$ cat src/rtl/fifo_flow_ctrl.sv
// Write gating and round-robin drain arbiter for the two-FIFO buffer stage.
// Quantum-limited grant, back-pressure, pop counters and stall/error supervision.
module fifo_flow_ctrl #(
  parameter int QUANTUM   = 4,
  parameter int STALL_MAX = 16,
  parameter int CNT_W     = 8
) (
  input  logic             clk,
  input  logic             reset,
  input  logic             init,
  input  logic             fifo0_empty,
  input  logic             fifo1_empty,
  input  logic             fifo0_almost_full,
  input  logic             fifo1_almost_full,
  input  logic             fifo0_error,
  input  logic             fifo1_error,
  input  logic             down_ready,
  output logic             write,
  output logic             read0,
  output logic             read1,
  output logic             sel,
  output logic             valid,
  output logic             pause,
  output logic             idle,
  output logic             active,
  output logic             error,
  output logic [CNT_W-1:0] pop_cnt0,
  output logic [CNT_W-1:0] pop_cnt1
);

  localparam int QW = $clog2(QUANTUM + 1);
  localparam int SW = $clog2(STALL_MAX + 1);

  typedef enum logic [2:0] {
    S_RESET,
    S_INIT,
    S_IDLE,
    S_ACTIVE,
    S_ERROR
  } state_t;

  state_t           r_state;
  state_t           w_nxt;
  logic             r_g;
  logic [QW-1:0]    r_q;
  logic [SW-1:0]    r_s;
  logic             r_sel;
  logic             r_valid;
  logic             r_pause;
  logic             r_error;
  logic [CNT_W-1:0] r_cnt0;
  logic [CNT_W-1:0] r_cnt1;

  logic w_st_idle;
  logic w_st_act;
  logic w_st_err;
  logic w_both_e;
  logic w_e_g;
  logic w_e_o;
  logic w_pop_g;
  logic w_pop_o;
  logic w_pop;
  logic w_pop_idx;
  logic w_stall;
  logic w_err;
  logic w_q_last;
  logic w_write;
  logic w_pause_d;

  assign w_st_idle = (r_state == S_IDLE);
  assign w_st_act  = (r_state == S_ACTIVE);
  assign w_st_err  = (r_state == S_ERROR);
  assign w_both_e  = fifo0_empty & fifo1_empty;
  assign w_e_g     = r_g ? fifo1_empty : fifo0_empty;
  assign w_e_o     = r_g ? fifo0_empty : fifo1_empty;

  assign w_pop_g   = w_st_act & down_ready & ~w_e_g;
  assign w_pop_o   = w_st_act & down_ready & w_e_g & ~w_e_o;
  assign w_pop     = w_pop_g | w_pop_o;
  assign w_pop_idx = r_g ^ w_pop_o;
  assign w_q_last  = (r_q >= QW'(QUANTUM - 1));

  // Error fires on the edge where the stall count would reach STALL_MAX.
  assign w_stall = w_st_act & ~down_ready & ~w_both_e;
  assign w_err   = (r_state != S_RESET) &
                   (fifo0_error | fifo1_error |
                    (w_stall & (r_s == SW'(STALL_MAX - 1))));

  always_ff @(posedge clk or negedge reset) begin
    if (!reset) r_state <= S_RESET;
    else        r_state <= w_nxt;
  end

  always_comb begin
    w_nxt = r_state;
    if (w_err) begin
      w_nxt = S_ERROR;
    end else begin
      unique case (r_state)
        S_RESET:  w_nxt = S_INIT;
        S_INIT:   if (init) w_nxt = S_IDLE;
        S_IDLE:   if (!w_both_e) w_nxt = S_ACTIVE;
        S_ACTIVE: if (w_both_e && !w_pop) w_nxt = S_IDLE;
        S_ERROR:  if (init) w_nxt = S_IDLE;
        default:  w_nxt = S_RESET;
      endcase
    end
  end

  always_comb begin
    w_write   = 1'b0;
    w_pause_d = 1'b0;
    unique case (1'b1)
      w_st_idle | w_st_act: begin
        w_write   = ~(fifo0_almost_full | fifo1_almost_full);
        w_pause_d = fifo0_almost_full | fifo1_almost_full;
      end
      w_st_err: w_pause_d = 1'b1;
      default: ;
    endcase
  end

  always_ff @(posedge clk or negedge reset) begin
    if (!reset) begin
      r_g     <= 1'b0;
      r_q     <= '0;
      r_s     <= '0;
      r_sel   <= 1'b0;
      r_valid <= 1'b0;
      r_pause <= 1'b0;
      r_error <= 1'b0;
      r_cnt0  <= '0;
      r_cnt1  <= '0;
    end else begin
      r_pause <= w_pause_d;
      r_error <= (w_nxt == S_ERROR);
      r_valid <= w_pop;
      if (w_pop) r_sel <= w_pop_idx;
      if (w_pop && !w_pop_idx) r_cnt0 <= r_cnt0 + CNT_W'(1);
      if (w_pop && w_pop_idx)  r_cnt1 <= r_cnt1 + CNT_W'(1);

      if (!(w_st_act && w_nxt == S_ACTIVE) || w_pop) r_s <= '0;
      else if (w_stall && r_s < SW'(STALL_MAX)) r_s <= r_s + SW'(1);

      if (w_st_err && w_nxt == S_IDLE) begin
        r_g <= 1'b0;
        r_q <= '0;
      end else if (w_pop_o) begin
        r_g <= ~r_g;
        r_q <= QW'(1);
      end else if (w_pop_g) begin
        if (w_q_last) begin
          r_q <= '0;
          if (!w_e_o) r_g <= ~r_g;
        end else begin
          r_q <= r_q + QW'(1);
        end
      end else if (w_st_act && w_e_g) begin
        r_g <= ~r_g;
        r_q <= '0;
      end
    end
  end

  assign write    = w_write;
  assign read0    = w_pop & ~w_pop_idx;
  assign read1    = w_pop & w_pop_idx;
  assign sel      = r_sel;
  assign valid    = r_valid;
  assign pause    = r_pause;
  assign idle     = w_st_idle;
  assign active   = w_st_act;
  assign error    = r_error;
  assign pop_cnt0 = r_cnt0;
  assign pop_cnt1 = r_cnt1;

endmodule

$ cat config.mk
export PLATFORM = sky130hd
export DESIGN_NAME = fifo_flow_ctrl
export DESIGN_NICKNAME = d
export VERILOG_FILES = /design/src/rtl/fifo_flow_ctrl.sv
export SDC_FILE = /design/constraint.sdc
export NUM_CORES = 1
export LEC_CHECK = 0
export ABC_AREA = 1
export CELL_PAD_IN_SITES_DETAIL_PLACEMENT = 1
export CELL_PAD_IN_SITES_GLOBAL_PLACEMENT = 1
export CORE_MARGIN = 4
export CORE_UTILIZATION = 34
export CTS_BUF_LIST = sky130_fd_sc_hd__clkbuf_16
export CTS_CLUSTER_DIAMETER = 60
export DETAILED_ROUTE_END_ITERATION = 7
export PLACE_DENSITY_LB_ADDON = 0.1
export SLEW_MARGIN = 30
export SYNTH_ARGS = -nofsm -noshare
export SYNTH_HDL_FRONTEND = slang
export SYNTH_SLANG_ARGS = --single-unit
export TNS_END_PERCENT = 10
$ cat constraint.sdc
create_clock -name clk -period 1.45 [get_ports clk]
set_input_delay 0.2175 -clock clk [delete_from_list [all_inputs] [get_ports clk]]
set_output_delay 0.2175 -clock clk [all_outputs]
set_load 0.01 [all_outputs]
==> summary.md <==
| Metric | Value |
|---|---|
| Net Count, Synth | approximately 240 |
| Period utilisation layout | 103% |
| Required time of the critical path | approximately 1600 ps |
| Clock Latency Late Sink | 280 ps |
| Final Max Tran Viols | 0 |
| Synthesis warning total | 0 |
| Primary FF master, synth | dfrtp_1 |
| Multi-input logic area | roughly 960 um2 |
| Tot GR Track Use | between 10 and 15% |
| Area growth syn-to-layout | 49.4% |
| Initial Utilization | 35.2% |
| Routed WL | 4500 um |
| VDD IR max | between 0.4 and 0.5 mV |
| Placed instance count | around 350 |
| Syn Area/Cell | ~8.3 um2 |
| Vias post-DR | about 1600 |
| Grt total ovfl | 0 |
| Critical-path top delay cell | dfrtp_1 |
| Clock Sinks | 32 |
| Core Box Area | 0.00514 mm2 |
| GPL Wtd Cong | about 0.79 |
| Top delay family on crit path | simple AND/OR/NAND/NOR gates |
| Register-to-register setup slack | -40 ps |
| Yosys reg bits | 32 |
| Post-DR vias/cell | approximately 4.5 |
| Slew @ Worst Pin | 285 ps |
| TritonCTS clock tree | built |
| R2R cell count | 8 |
| Synth Cell Area | ~0.0018 mm2 |
| # Max-Cap Violations | 0 |
| Top cell type's share of synthesized area | between 40 and 50% |
| H-tree levels | 2 |
| Register Area | roughly 800 um2 |
| Number of CTS-inserted buffers | 5 |
| Max_slew headroom | 80.9% |
| Routed Antenna Nets | 0 |
| Root Driver | clkbuf_16 |
| Most used cell along the critical path | ha_2 |
| CP Cell Sequence | ha_2, nand2_2, nor2_2, ha_2, nand3_4, nand4_1, nand3_1, nand2_1 |
| R2r startpoint | r_s[1] |
| Commonest non-fill, non-tap cell in the layout | nand2_1 |
| Max Fanout on Critical Path | 4 |
| Simple-Gate Fraction of Synth Area | approximately 33% |
| Commonest non-fill, non-tap cells in the layout | nand2_1 (59), dfrtp_1 (30), buf_4 (26), inv_1 (24), nor2_1 (19) |
| Synth cell types | 27 |
| Async SR Flop Fraction | 100% |
| Tot Pwr | around 3.1 mW |
| First-pass GRT wire length | 7490 um |
| # fillers | between 600 and 700 |
| Clk_skew | around 6 ps |
| Ant diodes | 0 |
| Failing checks | setup timing |
| Power Density | 1140 mW/mm2 |
| Main combinational cell family by area after synthesis | simple AND/OR/NAND/NOR gates |
| EDFF count, synth | 0 |
| Cell taking the most area after synthesis | dfrtp_1 |
| Die Footprint | around 0.0065 mm2 |
| Hold WC Path Type | input port to async pin |
| Critical path class | flop to flop |
| Static leakage | 1.43 nW |
| Status | finished, violations left |
| Reg clk slew, reported paths | about 50 ps |
| Largest net degree at the start of global routing | 33 |
| DRT iter0 DRCs | 24 |
| Ports | 35 |
| Post-Synth XOR/XNOR Area | under 10% |
| Clock buffer depth | 2 |
| Drt drc | 0 |
| RSZ-0062 raised after global routing | true |
| Max stage delay on crit path | roughly 380 ps |
| Ratio of cells with drive above 1 in the final layout | approximately 28% |
| Post-synthesis mux area share | 0% |
| CP startpoint kind | flop |
| Compound-Gate Fraction of Synth Area | just over 5% |
| Worst path bufs/invs | 0 |
| Share of the yosys chip area belonging to registers | 44.3% |
| Die Y | between 80 and 90 um |
| Vias in the first global route | approximately 1700 |
| Worst EP arrival | between 1500 and 2000 ps |
| Hold Vio Cnt, Final | 0 |
| Synth area leaders | dfrtp_1 (44%), nand2_1 (13%), xor2_1 (5.3%) |
| Initial antenna violation count | 0 |
| Finished Layout Cells | 360 |
| DRT Pass-1 Iters | 2 |
| Nets@finish | between 300 and 400 |
| RR Endpoint | r_q[1] |
| Average wire per standard cell | roughly 13 um |
| Max Freq | about 0.67 GHz |
| Final setup fails | 7 |
| Final worst setup slack | -43.4 ps |
| Die Wd | between 80 and 90 um |
| Num rows | 26 |
| Post-DP HPWL | 3350 um |
| Crit. End Element | flop |
| Port buffer count | 34 |
| Clock period minus worst slack | 1490 ps |
| Synth Instances | approximately 220 |
| Post-Synth Adder-Cell Area | 4.15% |
synth_stat cells (2+ instances only):
master	count
nand2_1	62
dfrtp_1	32
inv_1	25
nor2_1	22
nand3_1	12
xor2_1	11
o21ai_0	7
ha_1	6
nand4_1	6
inv_2	5
nor2_2	4
nor3_1	4
nand2_2	3
nor2_4	3
xnor2_1	3
nand3_2	2
o211ai_4	2
cells by family after synthesis:
family	after synthesis
AOI/OAI and AO/OA	11
xor gates and xnor gates	14
adders and majority gates	6
buffers and inverters	32
DFF	32
and+or+nand+nor	124
worst max-delay path by stage:
stage,from,end,cells after the start
detailed placement,down_ready,read1,6
finish,r_s[1],r_q[1],8
global placement,down_ready,read1,6
floorplan,r_s[0],r_s[1],9
CTS,r_state[1],r_q[2],7
global route,r_state[2],r_q[1],9
layer usage:
metal	track usage, %	part of all wire, %
met2	25.3	51
met4	5.57	1.1
met1	18.2	45
met3	3.77	3.1
met5	0	0
through the flow:
| step | utilization (%) | TNS, ps | worst slack, ps | instance area [um2] | hold slack (ps) |
|---|---|---|---|---|---|
| final | 52.6 | -163 | -43.4 | 2700 | 303 |
| after global routing | 52.6 | -1180 | -142 | 2700 | 315 |
| after CTS | 51.3 | -382 | -61.2 | 2640 | 312 |
| after detailed placement | 47.9 | -7420 | -529 | 2460 | 514 |
| after global placement | 47.9 | -7150 | -533 | 2460 | 512 |
| after floorplan | - | 0 | 99.6 | 1810 | -78.1 |
final cells by class:
| cell class | count | area share, % |
|---|---|---|
| clock buffers | 5 | 4.63 |
| clock inverters | 3 | 1.57 |
| inverters | 31 | 4.35 |
| multi-input cells | 155 | 35.5 |
| flip-flops and latches | 32 | 29.7 |
| well taps | 70 | 3.24 |
| repair buffers | 64 | 21.0 |
what timing repair did:
| action | in CTS | in global routing |
|---|---|---|
| pin swaps | 3 | 11 |
| setup endpoints to repair | 28 | 19 |
| hold buffers | 0 | 0 |
| buffers inserted | 1 | 0 |
| gates resized for setup | 42 | 22 |
sequential cells by signal, indices dropped and copies added, names as in the netlist:
signal,count
error,1
pause,1
pop_cnt0,8
pop_cnt1,8
r_g,1
r_q,3
r_s,5
r_state,3
sel,1
valid,1
report_power, final:
part	internal [mW]	switching, mW	total [mW]
clock network	0.806	0.380	1.19
registers	1.01	0.0974	1.10
logic	0.369	0.420	0.789
total	2.18	0.898	3.08
Note: power is estimated with default switching activity, not from simulation.
